`src/rtl/alu_req_scheduler.sv`:
```
// rtl/alu_req_scheduler.sv - two-requester round-robin scheduler in front of a shared ALU
module alu_req_scheduler #(
  parameter int WIDTH   = 16,
  parameter int TIMEOUT = 8
) (
  input  logic             CLK,
  input  logic             RST,
  input  logic             REQ0_VALID,
  input  logic [3:0]       REQ0_FUN,
  input  logic [WIDTH-1:0] REQ0_A,
  input  logic [WIDTH-1:0] REQ0_B,
  output logic             REQ0_READY,
  input  logic             REQ1_VALID,
  input  logic [3:0]       REQ1_FUN,
  input  logic [WIDTH-1:0] REQ1_A,
  input  logic [WIDTH-1:0] REQ1_B,
  output logic             REQ1_READY,
  output logic [WIDTH-1:0] ALU_A,
  output logic [WIDTH-1:0] ALU_B,
  output logic [3:0]       ALU_FUN,
  output logic             ALU_EN,
  input  logic [WIDTH-1:0] ALU_OUT,
  input  logic             ALU_OUT_VALID,
  output logic             RSP_VALID,
  output logic             RSP_ID,
  output logic [WIDTH-1:0] RSP_DATA,
  output logic [3:0]       RSP_CLASS,
  output logic             RSP_TIMEOUT
);

  typedef enum logic [1:0] {S_IDLE, S_ISSUE, S_WAIT, S_RESP} state_t;

  localparam logic [7:0] TO_LAST = 8'(TIMEOUT - 1);

  state_t           r_state;
  state_t           w_next;
  logic             r_last;
  logic [7:0]       r_cnt;
  logic [3:0]       r_fun;
  logic [WIDTH-1:0] r_a;
  logic [WIDTH-1:0] r_b;
  logic             r_id;
  logic             r_rsp_id;
  logic [3:0]       r_rsp_class;
  logic [WIDTH-1:0] r_rsp_data;
  logic             r_rsp_to;

  logic             w_any;
  logic             w_grant_id;
  logic             w_hs;
  logic             w_res;
  logic             w_tmo;
  logic [3:0]       w_class;

  assign w_any = REQ0_VALID | REQ1_VALID;

  // Contention goes to whoever did not win last; a lone requester always wins.
  always_comb begin
    w_grant_id = REQ1_VALID;
    if (REQ0_VALID && REQ1_VALID) w_grant_id = ~r_last;
  end

  assign w_hs       = (r_state == S_IDLE) && !RST && w_any;
  assign REQ0_READY = w_hs && REQ0_VALID && !w_grant_id;
  assign REQ1_READY = w_hs && REQ1_VALID && w_grant_id;

  // A result arriving on the final WAIT cycle takes priority over the timeout.
  assign w_res = (r_state == S_WAIT) && ALU_OUT_VALID;
  assign w_tmo = (r_state == S_WAIT) && !ALU_OUT_VALID && (r_cnt == TO_LAST);

  always_comb begin
    w_class = 4'b1000;
    case (r_fun[3:2])
      2'b00:   w_class = 4'b1000;
      2'b01:   w_class = 4'b0100;
      2'b10:   w_class = 4'b0010;
      default: w_class = 4'b0001;
    endcase
  end

  always_comb begin
    w_next = r_state;
    case (r_state)
      S_IDLE:  if (w_hs) w_next = S_ISSUE;
      S_ISSUE: w_next = S_WAIT;
      S_WAIT:  if (w_res || w_tmo) w_next = S_RESP;
      S_RESP:  w_next = S_IDLE;
      default: w_next = S_IDLE;
    endcase
  end

  always_ff @(posedge CLK or posedge RST) begin
    if (RST) begin
      r_state     <= S_IDLE;
      r_last      <= 1'b1;
      r_cnt       <= 8'd0;
      r_fun       <= 4'd0;
      r_a         <= '0;
      r_b         <= '0;
      r_id        <= 1'b0;
      r_rsp_id    <= 1'b0;
      r_rsp_class <= 4'd0;
      r_rsp_data  <= '0;
      r_rsp_to    <= 1'b0;
    end else begin
      r_state <= w_next;
      if (w_hs) begin
        r_fun  <= w_grant_id ? REQ1_FUN : REQ0_FUN;
        r_a    <= w_grant_id ? REQ1_A : REQ0_A;
        r_b    <= w_grant_id ? REQ1_B : REQ0_B;
        r_id   <= w_grant_id;
        r_last <= w_grant_id;
      end
      if (r_state == S_ISSUE) begin
        r_cnt <= 8'd0;
      end else if ((r_state == S_WAIT) && !ALU_OUT_VALID) begin
        r_cnt <= r_cnt + 8'd1;
      end
      if (w_res) begin
        r_rsp_data <= ALU_OUT;
        r_rsp_to   <= 1'b0;
      end else if (w_tmo) begin
        r_rsp_data <= '0;
        r_rsp_to   <= 1'b1;
      end
      if (w_res || w_tmo) begin
        r_rsp_id    <= r_id;
        r_rsp_class <= w_class;
      end
    end
  end

  assign ALU_A       = r_a;
  assign ALU_B       = r_b;
  assign ALU_FUN     = r_fun;
  assign ALU_EN      = (r_state == S_ISSUE);
  assign RSP_VALID   = (r_state == S_RESP);
  assign RSP_ID      = r_rsp_id;
  assign RSP_DATA    = r_rsp_data;
  assign RSP_CLASS   = r_rsp_class;
  assign RSP_TIMEOUT = r_rsp_to;

endmodule

```
`config.mk`:
```
export PLATFORM = sky130hd
export DESIGN_NAME = alu_req_scheduler
export DESIGN_NICKNAME = d
export VERILOG_FILES = /design/src/rtl/alu_req_scheduler.sv
export SDC_FILE = /design/constraint.sdc
export NUM_CORES = 1
export LEC_CHECK = 0
export ABC_AREA = 1
export CORE_ASPECT_RATIO = 2
export CORE_MARGIN = 2
export CORE_UTILIZATION = 35
export CTS_CLUSTER_DIAMETER = 100
export DETAILED_ROUTE_END_ITERATION = 10
export GPL_TIMING_DRIVEN = 0
export MAX_ROUTING_LAYER = met4
export PLACE_DENSITY = 0.7
export SYNTH_ARGS = -nofsm -noshare
export SYNTH_HDL_FRONTEND = slang
export SYNTH_SLANG_ARGS = --single-unit
```
`constraint.sdc`:
```
create_clock -name CLK -period 5.5 [get_ports CLK]
set_input_delay 1.1 -clock CLK [delete_from_list [all_inputs] [get_ports CLK]]
set_output_delay 1.1 -clock CLK [all_outputs]
set_load 0.02 [all_outputs]
```
Word level (Yosys, flattened, before mapping)
Index checks and enable logic that the tools add are counted.
{"block": "op_classes", "n_reduce_logical": 19, "n_eq_ne": 8, "n_addsub": 1, "bitwise_logic": 2, "n_mux": 14}
{"operator": "$mux W16", "n": 4}
{"operator": "$mux W8", "n": 2}
{"operator": "$pmux W4 S3", "n": 1}
{"operator": "$logic_and A1 B1 Y1", "n": 10}
{"operator": "$add A8 B1 Y8 const B", "n": 1}
{"operator": "$eq A8 B3 Y1 const B", "n": 1}
{"operator": "$pmux W2 S4", "n": 1}
{"operator": "$eq A2 B2 Y1 const B", "n": 3}
{"operator": "$eq A2 B1 Y1 const B", "n": 2}
{"operator": "$logic_not A2 Y1", "n": 2}
{"operator": "$mux W2", "n": 2}
{"operator": "$mux W4", "n": 1}
{"operator": "$reduce_bool A2 Y1", "n": 2}
{"operator": "$logic_not A1 Y1", "n": 3}
{"operator": "$mux W1", "n": 3}
{"operator": "$ne A2 B1 Y1 const B", "n": 1}
{"operator": "$ne A2 B2 Y1 const B", "n": 1}
{"operator": "$reduce_and A2 Y1", "n": 1}
{"operator": "$logic_or A1 B1 Y1", "n": 1}
{"operator": "$not A1 Y1", "n": 1}
{"operator": "$or A1 B1 Y1", "n": 1}
{"block": "word_totals", "register_bits": 70, "inputBits": 93, "out_inout_bits": 62, "word_cells": 55}

Logic depth before layout (Yosys ltp)
{"block": "depth", "word_depth": 6, "ltp_mapped": 9, "mapped_depth_nobuf": 9}

Worst setup path after synthesis
OpenSTA, ideal clock, no wires.
{"block": "synth_timing", "kind": "input to output", "start": "input port RST", "end": "output port REQ0_READY", "t_arrival_ns": 2.647, "required_time_ns": 4.400, "setup_slack_ns": 1.753, "stages": 3, "path_buffers": 0, "path_cell_list": "inv_2 > nand2_2 > nor3_1"}
{"block": "synth_between", "elab_chain_len": 5}
{"item": "start: declaration", "line": "7", "source": "input logic RST,"}
{"item": "$logic_not A1 Y1 (no source line)"}
{"item": "$logic_and A1 B1 Y1 (2 in series)", "line": "63", "source": "assign w_hs = (r_state == S_IDLE) && !RST && w_any;"}
{"item": "$logic_and A1 B1 Y1 (2 in series)", "line": "64", "source": "assign REQ0_READY = w_hs && REQ0_VALID && !w_grant_id;"}
{"item": "end: declaration", "line": "12", "source": "output logic REQ0_READY,"}
Every way passes these cells.

Worst setup path after layout
Same ends and word-level chain as after synthesis.

==> metrics.cfg <==
[sta]
timing.setup.tns_ps = 0
fin_crit_ps = 4370
fmax_ghz = 0.229
hold_viol_final = 0
setup_slack_ps = 1130
rsz0062_at_grt = false
worstMarginPinSlew_ps = 893
max-slew-margin-rel_pct = 40.4
timing.final.crit_share_pct = 79.5
setup_violations = 0
fin_worst_skew_ps = 10.4
final-max-slew-violation-count = 0

[place]
dpl.cell_count = 654
placed_area_um2 = 4960
place.gp.congestion = 0.835
pre_cts_slack_ps = 1070
hpwl_mm = 7.57
portBuffers = 154

[die]
die_y_um = 141
start_util_pct = 35.5
ios = 155
core_um2 = 9260
die_area_um2 = 10200
std_cell_rows = 50
die_w_um = 72.5

[final_layout]
diodes = 0
syn2layout_area_growth_pct = 60.7
drive_gt1_share_pct = 7.95
stdcell_area_um2 = 5280
nets = 660
instances_no_fill = 670
post-route-util_pct = 57.0
layout_commonest_cell = clkdlybuf4s50_1
layout_common_cells = 154 x clkdlybuf4s50_1, 108 x nand2_1, 69 x dfrtp_1
fill_cells = 861

[yosys]
synth_seq_cells = 70
syn_nets = 495
syn_area_um2 = 3290
ys_types = 25
synth_warnings = 0
synthCells = 396
syn_avg_cell_area_um2 = 8.30
ys_seq_area_share_pct = 53.4

[grt]
grt_pass1_vias = 3464
grt_max_degree = 72
gr-max-usage-layer = met2
grt_use_met3_pct = 4.65
gr-usage-met1_pct = 21.4
grt_pass1_wl_mm = 16.1
grt_overflow = 0
grtUsageTotal_pct = 20.7
use_met2_pct = 36.3
antenna_found_initial = 0

[critical_path]
critPathKind = in -> out
cp_max_fo = 71
cp-start-kind = input port
required_ps = 4400
cp-end-kind = output pin
worstPathArrival_ps = 3270

[route]
firstDrtPassIters = 4
num_vias = 3276
drcViolationCount = 0
routed_wl_mm = 9.82
wire_per_inst_um = 14.7
ant_nets = 0
drtIter0Drc = 176
vias_per_cell = 4.89

[pwr]
p_sw_share_pct = 37.7
power_density_nw_per_um2 = 521
leakagePower_nw = 2.43
pwr-share-comb_pct = 45.5
clock_power_share_pct = 22.9
p_switching_mw = 1.04
ir_drop_uv = 259
intPower_mw = 1.71
p_seq_share_pct = 31.6

[clock_network]
numCtsBuffers = 9
root_buffer = clkbuf_16
h-tree-depth = 3
postCtsHoldBufs = 0
clockBufferDepth = 2
path_clk_slew_ps = 50
clk_latency_ps = 340
cts_sinks = 70
cts_resized = 0
cts_setup_buffers = 0
cts_tree = done

[min_path]
hold_class = reg -> reg

[outcome]
run_status = finished clean

[job]
cap_violations = 0

[worst max-delay path: stages]
cell and delay [ps]:
clkdlybuf4s50_1 440, inv_4 630, nand2_2 180, nor3_1 230, clkdlybuf4s50_1 650
[power groups by stage]
| stage | clock network, mW | logic [mW] | registers (mW) |
|---|---|---|---|
| 2_1_floorplan | 0 | 0.426 | 1.10 |
| 3_3_place_gp | 0 | 1.24 | 0.867 |
| 3_5_place_dp | 0 | 1.26 | 0.874 |
| 4_1_cts | 0.642 | 1.27 | 0.871 |
| 5_1_grt | 0.663 | 1.36 | 0.896 |
| 6_report | 0.632 | 1.25 | 0.870 |
[metal layers]
layer | vias up | wire [um]
li1 | 1617 | -
met1 | 1513 | 3570
met2 | 124 | 5420
met3 | 22 | 521
met4 | 0 | 319
met5 | - | 0
[through the flow]
stage | power (mW) | hold slack (ps)
6_report | 2.75 | 478
5_1_grt | 2.92 | 487
4_1_cts | 2.78 | 476
3_5_place_dp | 2.14 | 467
3_3_place_gp | 2.11 | 463
2_1_floorplan | 1.52 | 442
[flip-flops by register name, indices dropped and copies added, names as in the netlist]
name and cells:
ALU_A 16, ALU_B 16, RSP_DATA 16, r_cnt 8, ALU_FUN 4, RSP_CLASS 4
r_state 2, RSP_ID 1, RSP_TIMEOUT 1, r_id 1, r_last 1
[synthesized netlist by cell type]
cell type	count	area [um^2]
inv_1	20	75.1
nor3_1	2	10.0
a21oi_1	3	15.0
o21ai_1	46	230
buf_2	6	30.0
nand2_2	2	12.5
o22ai_1	2	12.5
dfstp_2	1	26.3
nor3_2	1	10.0
dfrtp_1	69	1730
nand2_1	108	405
buf_6	6	67.6
a21oi_2	1	8.76
o21ai_0	27	135
or2_2	1	6.26
nor2_1	43	161
ha_1	6	75.1
nand4_1	2	12.5
clkbuf_1	3	11.3
a21oi_4	1	16.3
inv_4	1	6.26
nand3_1	36	180
inv_2	4	15.0
buf_4	4	30.0
nor2_2	1	6.26
[final cells by class]
| class | instances | area (um^2) | area share (%) |
|---|---|---|---|
| plain buffers | 19 | 139 | 2.63 |
| clock buffers | 9 | 225 | 4.26 |
| flip-flops and latches | 70 | 1750 | 33.2 |
| multi-input cells | 282 | 1300 | 24.6 |
| repair buffers | 154 | 1540 | 29.2 |
| inverters | 25 | 98.8 | 1.87 |
| well taps | 104 | 130 | 2.46 |
| clock inverters | 7 | 96.3 | 1.82 |
[path summary, 6_finish.rpt]
path	from	to	slack [ps]	depth (start not counted)
setup / recovery	RST	REQ0_READY	1130	5
hold / removal	r_last	r_last	480	2
setup reg to reg	r_state[0]	r_state[0]	3840	9
hold reg to reg	r_last	r_last	480	2
max in group asynchronous	RST	r_cnt[5]	3600	2
min in group asynchronous	RST	ALU_FUN[1]	1290	2
[logic make-up (layout without fill, tap and decap cells)]
family | count (synthesis) | after routing | synth area share, %
AOI/OAI and AO/OA | 80 | 80 | 12.7
adders and majority gates | 6 | 6 | 2.28
buffers and inverters | 44 | 214 | 7.16
DFF | 70 | 70 | 53.4
and+or+nand+nor | 196 | 196 | 24.5
Power figures use the tool's default switching activity.
